## src/rtl/alarm_pkg.sv

```systemverilog
// Shared types and default widths for the alarm tone generator.
package alarm_pkg;

   localparam int DIV_W = 18;
   localparam int CAD_W = 27;
   localparam int CNT_W = 8;

   typedef enum logic [1:0] {
      ST_IDLE,
      ST_ON,
      ST_OFF
   } state_t;

endpackage

```

## src/rtl/alarm_tone_gen_if.sv

```systemverilog
// Control/config/audio bundle of alarm_tone_gen; cfg_half2 exists only with ALARM_WARBLE_EN.
interface alarm_tone_gen_if #(
   parameter int DIV_W = alarm_pkg::DIV_W,
   parameter int CAD_W = alarm_pkg::CAD_W,
   parameter int CNT_W = alarm_pkg::CNT_W
);
   logic             cronofin;
   logic             stop;
   logic [DIV_W-1:0] cfg_half;
`ifdef ALARM_WARBLE_EN
   logic [DIV_W-1:0] cfg_half2;
`endif
   logic [CAD_W-1:0] cfg_on;
   logic [CAD_W-1:0] cfg_off;
   logic [CNT_W-1:0] cfg_beeps;
   logic             sonido;
   logic             busy;
   logic             done;

   modport master (
      output cronofin, stop, cfg_half, cfg_on, cfg_off, cfg_beeps,
`ifdef ALARM_WARBLE_EN
      output cfg_half2,
`endif
      input  sonido, busy, done
   );

   modport slave (
      input  cronofin, stop, cfg_half, cfg_on, cfg_off, cfg_beeps,
`ifdef ALARM_WARBLE_EN
      input  cfg_half2,
`endif
      output sonido, busy, done
   );

endinterface

```

## src/rtl/alarm_tone_gen_tone_div.sv

```systemverilog
// Square-wave divider: toggles every max(half,1) enabled cycles; restart forces a high phase.
module tone_div #(
   parameter int DIV_W = 18
) (
   input  logic             clk,
   input  logic             rst,
   input  logic [DIV_W-1:0] half,
   input  logic             en,
   input  logic             restart,
   output logic             wave
);

   logic [DIV_W-1:0] cnt_reg;
   logic             wave_reg;
   logic [DIV_W-1:0] half_eff;
   logic             wrap;

   assign half_eff = (half == '0) ? DIV_W'(1) : half;
   assign wrap     = (cnt_reg == half_eff - DIV_W'(1));

   // When neither restarting nor enabled the output parks low (silence).
   always_ff @(posedge clk) begin
      if (!rst) begin
         cnt_reg  <= '0;
         wave_reg <= 1'b0;
      end else if (restart) begin
         cnt_reg  <= '0;
         wave_reg <= 1'b1;
      end else if (en) begin
         if (wrap) begin
            cnt_reg  <= '0;
            wave_reg <= ~wave_reg;
         end else begin
            cnt_reg  <= cnt_reg + DIV_W'(1);
         end
      end else begin
         cnt_reg  <= '0;
         wave_reg <= 1'b0;
      end
   end

   assign wave = wave_reg;

endmodule

```

## src/rtl/alarm_tone_gen.sv

```systemverilog
// Alarm beep cadence generator started by a cronofin rising edge.
// Optional two-tone warble on even beeps when ALARM_WARBLE_EN is defined.
module alarm_tone_gen
   import alarm_pkg::*;
#(
   parameter int DIV_W = alarm_pkg::DIV_W,
   parameter int CAD_W = alarm_pkg::CAD_W,
   parameter int CNT_W = alarm_pkg::CNT_W
) (
   input  logic             clk,
   input  logic             rst,
   alarm_tone_gen_if.slave  bus
);

   state_t           state_reg, state_next;
   logic             cronofin_q;
   logic [DIV_W-1:0] half_reg;
   logic [CAD_W-1:0] on_reg, off_reg;
   logic [CNT_W-1:0] beeps_reg;
   logic [CAD_W-1:0] cad_reg;
   logic [CNT_W-1:0] beep_reg;
   logic             done_reg;
`ifdef ALARM_WARBLE_EN
   logic [DIV_W-1:0] half2_reg;
   logic             par_reg;
`endif

   logic             start_edge, start, restart, en, beep_inc, done_next;
   logic [CAD_W-1:0] on_eff;
   logic             on_exp, off_exp, last;
   logic [DIV_W-1:0] tone_half;
   logic             wave;

   assign start_edge = bus.cronofin & ~cronofin_q;
   assign on_eff     = (on_reg == '0) ? CAD_W'(1) : on_reg;
   assign on_exp     = (cad_reg == on_eff - CAD_W'(1));
   assign off_exp    = (cad_reg == off_reg - CAD_W'(1));
   assign last       = (beeps_reg != '0) && (beep_reg == beeps_reg);

`ifdef ALARM_WARBLE_EN
   assign tone_half = par_reg ? half2_reg : half_reg;
`else
   assign tone_half = half_reg;
`endif

   always_comb begin
      state_next = state_reg;
      start      = 1'b0;
      restart    = 1'b0;
      en         = 1'b0;
      beep_inc   = 1'b0;
      done_next  = 1'b0;
      case (state_reg)
         ST_IDLE: begin
            if (start_edge) begin
               start      = 1'b1;
               restart    = 1'b1;
               state_next = ST_ON;
            end
         end
         ST_ON: begin
            if (!on_exp) begin
               en = 1'b1;
            end else if (last) begin
               state_next = ST_IDLE;
               done_next  = 1'b1;
            end else if (off_reg == '0) begin
               restart  = 1'b1;
               beep_inc = 1'b1;
            end else begin
               state_next = ST_OFF;
            end
         end
         ST_OFF: begin
            if (off_exp) begin
               state_next = ST_ON;
               restart    = 1'b1;
               beep_inc   = 1'b1;
            end
         end
         default: state_next = ST_IDLE;
      endcase
      // Abort overrides everything, including a simultaneous start edge.
      if (bus.stop) begin
         state_next = ST_IDLE;
         start      = 1'b0;
         restart    = 1'b0;
         en         = 1'b0;
         beep_inc   = 1'b0;
         done_next  = 1'b0;
      end
   end

   always_ff @(posedge clk) begin
      if (!rst) begin
         state_reg  <= ST_IDLE;
         cronofin_q <= 1'b1;
         done_reg   <= 1'b0;
         cad_reg    <= '0;
         beep_reg   <= '0;
      end else begin
         state_reg  <= state_next;
         cronofin_q <= bus.cronofin;
         done_reg   <= done_next;
         if (restart || state_next == ST_IDLE || state_next != state_reg)
            cad_reg <= '0;
         else
            cad_reg <= cad_reg + CAD_W'(1);
         // Beep counter saturates so infinite mode never wraps.
         if (state_next == ST_IDLE)
            beep_reg <= '0;
         else if (start)
            beep_reg <= CNT_W'(1);
         else if (beep_inc && beep_reg != {CNT_W{1'b1}})
            beep_reg <= beep_reg + CNT_W'(1);
      end
   end

   always_ff @(posedge clk) begin
      if (!rst) begin
         half_reg  <= '0;
         on_reg    <= '0;
         off_reg   <= '0;
         beeps_reg <= '0;
      end else if (start) begin
         half_reg  <= bus.cfg_half;
         on_reg    <= bus.cfg_on;
         off_reg   <= bus.cfg_off;
         beeps_reg <= bus.cfg_beeps;
      end
   end

`ifdef ALARM_WARBLE_EN
   always_ff @(posedge clk) begin
      if (!rst) begin
         half2_reg <= '0;
         par_reg   <= 1'b0;
      end else if (start) begin
         half2_reg <= bus.cfg_half2;
         par_reg   <= 1'b0;
      end else if (beep_inc) begin
         par_reg   <= ~par_reg;
      end
   end
`endif

   tone_div #(.DIV_W(DIV_W)) u_tone (
      .clk     (clk),
      .rst     (rst),
      .half    (tone_half),
      .en      (en),
      .restart (restart),
      .wave    (wave)
   );

   assign bus.sonido = wave;
   assign bus.busy   = (state_reg != ST_IDLE);
   assign bus.done   = done_reg;

endmodule

```

## src/flat_wrapper.sv

```systemverilog
// flat-port wrapper written by rule: the top's interface ports become plain ports
module alarm_tone_gen_flat import alarm_pkg::*;
#(
   parameter int DIV_W = alarm_pkg::DIV_W,
   parameter int CAD_W = alarm_pkg::CAD_W,
   parameter int CNT_W = alarm_pkg::CNT_W
)
  (clk, rst, bus_cronofin, bus_stop, bus_cfg_half, bus_cfg_on, bus_cfg_off, bus_cfg_beeps, bus_sonido, bus_busy, bus_done);
  alarm_tone_gen_if #(.DIV_W(DIV_W), .CAD_W(CAD_W), .CNT_W(CNT_W)) bus_i ();
  input  logic clk;
  input  logic rst;
  input wire logic [$bits(bus_i.cronofin)-1:0] bus_cronofin;
  input wire logic [$bits(bus_i.stop)-1:0] bus_stop;
  input wire logic [$bits(bus_i.cfg_half)-1:0] bus_cfg_half;
  input wire logic [$bits(bus_i.cfg_on)-1:0] bus_cfg_on;
  input wire logic [$bits(bus_i.cfg_off)-1:0] bus_cfg_off;
  input wire logic [$bits(bus_i.cfg_beeps)-1:0] bus_cfg_beeps;
  output wire logic [$bits(bus_i.sonido)-1:0] bus_sonido;
  output wire logic [$bits(bus_i.busy)-1:0] bus_busy;
  output wire logic [$bits(bus_i.done)-1:0] bus_done;
  assign bus_i.cronofin = bus_cronofin;
  assign bus_i.stop = bus_stop;
  assign bus_i.cfg_half = bus_cfg_half;
  assign bus_i.cfg_on = bus_cfg_on;
  assign bus_i.cfg_off = bus_cfg_off;
  assign bus_i.cfg_beeps = bus_cfg_beeps;
  assign bus_sonido = bus_i.sonido;
  assign bus_busy = bus_i.busy;
  assign bus_done = bus_i.done;
  alarm_tone_gen #(.DIV_W(DIV_W), .CAD_W(CAD_W), .CNT_W(CNT_W)) u_core (.clk(clk), .rst(rst), .bus(bus_i));
endmodule
```

## config.mk

```make
export PLATFORM = sky130hd
export DESIGN_NAME = alarm_tone_gen_flat
export DESIGN_NICKNAME = d
export VERILOG_FILES = /design/src/rtl/alarm_pkg.sv /design/src/rtl/alarm_tone_gen_if.sv /design/src/rtl/alarm_tone_gen_tone_div.sv /design/src/rtl/alarm_tone_gen.sv /design/src/flat_wrapper.sv
export SDC_FILE = /design/constraint.sdc
export NUM_CORES = 1
export LEC_CHECK = 0
export CAP_MARGIN = 5
export CORE_UTILIZATION = 60
export DETAILED_ROUTE_END_ITERATION = 8
export PLACE_DENSITY = 0.84
export SLEW_MARGIN = 40
export SYNTH_ARGS = -nofsm -noshare
export SYNTH_HDL_FRONTEND = slang
export SYNTH_SLANG_ARGS = --single-unit
```

## constraint.sdc

```tcl
create_clock -name clk -period 8.45 [get_ports clk]
set_input_delay 2.1125 -clock clk [delete_from_list [all_inputs] [get_ports clk]]
set_output_delay 2.1125 -clock clk [all_outputs]
set_load 0.005 [all_outputs]
```

* Word-level counts from Yosys, hierarchy flattened
Index checks and enable logic that the tools add are counted.
Storage, ports and cells: word-level logic and storage cells 80, bits of input ports 84, output and inout port bits 3, flip-flop bits (word level) 138
Cells by class: equality and inequality tests 9, bitwise operators 7, multiplexer cells 29, reduce and logical (&&, ||, !) cells 17, add/subtract/negate cells 6
Operators by type and width (number):
- 27-bit equality test | 2
- 27-bit logical NOT | 2
- 27-bit by 1-bit subtractor with 27-bit output (second input constant) | 2
- 27-bit by 1-bit adder with 27-bit output (second input constant) | 1
- 27-bit two-way mux | 1
- 18-bit by 1-bit adder with 18-bit output (second input constant) | 1
- 18-bit equality test | 1
- 18-bit logical NOT | 1
- 1-bit two-way mux | 18
- 18-bit two-way mux | 1
- 18-bit by 1-bit subtractor with 18-bit output (second input constant) | 1
- 2-bit two-way mux | 6
- 8-bit by 1-bit adder with 8-bit output (second input constant) | 1
- 8-bit equality test | 1
- 8-bit != test (second input constant) | 1
- 8-bit nonzero test | 1
- 4-bit OR reduction | 2
- 1-bit inverter | 6
- 2-bit one-hot mux with 3 select lines | 1
- 2-bit logical NOT | 2
- 2-bit nonzero test | 2
- 2-bit OR reduction | 2
- 3-bit by 2-bit != test with 1-bit output (second input constant) | 1
- 1-bit one-hot mux with 3 select lines | 1
- 8 further kinds | 10

* Depth between registers and ports, before layout
depth after elaboration 11, mapped depth 19, depth with buffers taken out 15

* By module
A second synthesis with hierarchy kept.
Second synthesis, totals: cells, all modules 1191, area, all modules 9317.7 µm²
Modules (own cells, without submodules):
- alarm_tone_gen | cells an instance 992, instances 1, area an instance 7633.6 µm², seq. area each 2382.3 µm²
- tone_div | cells an instance 199, instances 1, area an instance 1684.1 µm², seq. area each 380.4 µm²

* Least setup slack after synthesis
No wires, ideal clock.
path kind register -> register, start reg u_core.on_reg[19], end reg u_core.cad_reg[11], setup time 0.065 ns, data required time 8.385 ns, arrival time 4.380 ns, path buffers 4, setup slack 4.005 ns, cell stages (with the launch flop) 20, period minus slack after synthesis 4.445 ns, cells stage by stage dfxtp_1 -> buf_2 -> or4_1 -> buf_2 -> or4_1 -> buf_2 -> o21ai_0 -> inv_1 -> ha_1 -> nor3b_1 -> and4_1 -> nand3_1 -> nand3_1 -> a2111oi_0 -> nand3_1 -> o31a_1 -> o211ai_2 -> o2111ai_4 -> buf_6 -> nor2_1
Between the ends: longest elaborated chain between the ends 11, elaborated cells between the ends (all ways) 15, classes of those cells add/sub (1); eq/ne (2); mux (7); reduce/logical (5)
RTL lines:
- from (decl) | RTL line alarm_tone_gen.sv:18 | logic [CAD_W-1:0] on_reg, off_reg;
- from (signal assigned) | RTL line alarm_tone_gen.sv:127 | on_reg <= bus.cfg_on;
- 27-bit logical NOT | RTL line alarm_tone_gen.sv:35 | assign on_eff = (on_reg == '0) ? CAD_W'(1) : on_reg;
- 27-bit two-way mux (*) | RTL line alarm_tone_gen.sv:35
- 27-bit by 1-bit subtractor with 27-bit output (*) | RTL line alarm_tone_gen.sv:36 | assign on_exp = (cad_reg == on_eff - CAD_W'(1));
- 27-bit equality test (*) | RTL line alarm_tone_gen.sv:36
- 2-bit two-way mux | RTL line alarm_tone_gen.sv:62 | if (!on_exp) begin
- 2-bit one-hot mux with 3 select lines | RTL line alarm_tone_gen.sv:53 | case (state_reg)
- 2-bit two-way mux | RTL line alarm_tone_gen.sv:84 | if (bus.stop) begin
- 2-bit logical NOT | RTL line alarm_tone_gen.sv:105 | if (restart || state_next == ST_IDLE || state_next != state_reg)
- 1-bit logical OR | RTL line alarm_tone_gen.sv:105
- 1-bit logical OR (*) | RTL line alarm_tone_gen.sv:105
- 2-bit OR reduction (no line) (*)
- to (signal assigned) | RTL line alarm_tone_gen.sv:108 | cad_reg <= cad_reg + CAD_W'(1);
- to (decl) | RTL line alarm_tone_gen.sv:20 | logic [CAD_W-1:0] cad_reg;
Mark *: on every way between the ends. The rest lies on a longest branch, timed or not. A chain may end at the register's enable or synchronous reset.

* Worst setup path after layout
start reg u_core.on_reg[19], end reg u_core.cad_reg[19]
The elaborated chain is that of the path after synthesis.

==> impl_metrics.csv <==
group,metric,value,unit
synth,yosysUniqueCellTypes,71,
final_layout,drive_above_1_share,0.0487,
routing,wire_per_inst,15.5,um
critical_path,cp.required,8.74,ns
placed_design,post-place-ws,3.30,ns
critical_path,crit_top_cell,"nand3_1",
timing,layout_setup_ws,3.25,ns
final_layout,final_common_cell,"nand2_1",
critical_path,arrival,5.49,ns
die,die_area,14700,sq um
timing,fmax,192,MHz
global_routing,grt_pass1_wl,34900,um
placed_design,numPortBuffers,86,
cts,cts_root_buf,"clkbuf_16",
routing,first_pass_iters,5,
critical_path,path_cells,"or4_1, or4_1, o21ai_0, inv_1, ha_1, nor3b_2, and4_1, nand3_1, nand3_1, a2111oi_0, nand3_1, nor3_2, o21ai_1, o2111ai_4, nor2_1",
global_routing,antenna_found_initial,0,
die,fp.coreArea,13900,sq um
routing,routed_via_density,5.90,
critical_path,criticalPathCategory,"register to register",
pwr,p_per_area,169,nW/um^2
critical_path,cp-end-kind,"register",
critical_path,slowest_stage,"or4_1",
job,drv_cap,0,
synth,synth_edf_count,0,
critical_path,crit_cells,15,
cts,path_clk_slew,0.06,ns
timing,skew,0.00775,ns
timing,hold_violations,0,
synth,yosysWarnings,0,
critical_path,cp_top_family,"simple AND/OR/NAND/NOR gates",
pwr,peakVddDrop,0.154,mV
routing,drt_wl_total,20600,um
critical_path,critPathMaxFanout,27,
cts,htree_levels,4,
die,die_w,121,um
synth,synth_top_flop_cell,"dfxtp_1",
timing,setup_violations,0,
global_routing,grt_pass1_vias,7537,
cts,clock_latency,0.43,ns
die,rows,43,
routing,num_vias,7852,
cts,post_cts_resized,0,
global_routing,grt_util_all_layers,0.297,
worst_hold_path,hold_depth,2,
cts,numCtsBuffers,17,
synth,ys_seq_area_frac,0.325,
timing,maxSlewViolCount,0,
synth,ys_seq_elements,138,
synth,synth_area_per_cell,7.77,sq um
cts,cts_tree,"yes",
timing,finalSetupTns,0,ns
timing,tightest_slew,0.842,ns
global_routing,overflow,0,
critical_path,critical_path.max_stage_delay,0.69,ns
synth,synth.cell_area,8510,sq um
timing,fin_crit_sh,0.616,
worst_hold_path,worst_hold_path_type,"register to register",
critical_path,path_buf_inv,1,
final_layout,final_cell_mix,"208 x nand2_1, 138 x dfxtp_1, 87 x nor2_1",
global_routing,grt_max_degree,86,
synth,async_reset_ff_frac,0,
routing,ant_nets,0,
die,dieHeight,121,um
synth,syn-num-nets,1190,
timing,rsz0062_at_grt,"false",
cts,clock_sinks,138,
final_layout,num_antenna_cells,0,
die,io_pins,87,
critical_path,critPathLaunchType,"register",
outcome,outcome,"complete, no violations",
pwr,cellLeakagePower,0.00356,uW
routing,drt-initial-drc-count,505,
cts,postCtsHoldBufs,0,
final_layout,syn_to_final_growth,16.9,%
cts,clock_path_buffers,2,
final_layout,final_nets,1232,
timing,fin_crit,5.20,ns
placed_design,place_hpwl,14700,um
cts,postCtsSetupBuffers,0,
synth,synth_cells,1095,
die,start_util,0.613,
placed_design,gp_congestion,0.893,
timing,max_slew_margin,0.435,
critical_path,reg2reg_depth,15,
routing,drc,0,
worst paths after layout:
path                            slack (ns)                  end           startpoint
worst max register to register        3.25   u_core.cad_reg[19]    u_core.on_reg[19]
worst max-delay path                  3.25   u_core.cad_reg[19]    u_core.on_reg[19]
worst min-delay path                  0.48  u_core.beeps_reg[4]  u_core.beeps_reg[4]
worst min register to register        0.48  u_core.beeps_reg[4]  u_core.beeps_reg[4]
worst min-delay path, cell delays in order, from the launching register on:
cell and delay (ns):
dfxtp_1 0.32, nand2_1 0.05, a21boi_0 0.06
metal layers:
metal	vias up	part of all wire	GRT usage
li1	3908	-	-
met1	3662	0.42	0.356
met2	236	0.51	0.520
met3	46	0.052	0.0559
met4	0	0.023	0.118
met5	-	0	0
cell type report:
class                           count  area (sq um)
Clock buffer                       19           433
Clock inverter                     13           146
Fill cell                        1119          3930
Inverter                           20          75.1
Multi-Input combinational cell    870          5420
Sequential cell                   138          2760
Tap cell                          180           225
Timing Repair Buffer               90           886
through the flow:
stage / utilization / total power (uW) / hold slack (ns) / area, sq um / cells
after floorplan: - / 876 / 0.451 / 8510 / 1095
after global placement: 0.674 / 951 / 0.476 / 9350 / 1298
after detailed placement: 0.675 / 956 / 0.477 / 9360 / 1298
after CTS: 0.716 / 1690 / 0.489 / 9940 / 1330
after global routing: 0.717 / 1750 / 0.520 / 9950 / 1330
final: 0.717 / 1690 / 0.484 / 9950 / 1330
where the power goes:
| group | switching [uW] | leakage (uW) | internal, uW | total, uW |
|---|---|---|---|---|
| combinational | 137 | 0.00218 | 138 | 275 |
| sequential | 13.4 | 0.00111 | 659 | 673 |
| clock | 303 | 0.000266 | 436 | 739 |
cell usage after synthesis, types with 18 or more instances:
library cell | count | area share
nor2_1 | 88 | 0.039
and3_1 | 19 | 0.014
xor2_1 | 69 | 0.071
nand3_1 | 38 | 0.022
xnor2_1 | 72 | 0.074
nor3_1 | 37 | 0.022
a21oi_1 | 21 | 0.012
a21boi_0 | 81 | 0.071
or4_1 | 18 | 0.016
nand2_1 | 208 | 0.092
dfxtp_1 | 138 | 0.32
clkbuf_1 | 55 | 0.024
inv_1 | 20 | 0.0088
nor4_1 | 34 | 0.025
nand4_1 | 20 | 0.015
kinds of logic after synthesis:
| logic type | count (synthesis) | share of synthesized area |
|---|---|---|
| AND/OR/NAND/NOR | 525 | 0.299 |
| AO/OA/AOI/OAI | 181 | 0.158 |
| XOR/XNOR | 142 | 0.148 |
| flip-flops | 138 | 0.325 |
| buffers and inverters | 87 | 0.0409 |
| multiplexers | 11 | 0.0132 |
| adder cells (fa/ha/maj) | 11 | 0.0162 |
Note: power is estimated with default switching activity, not from simulation.
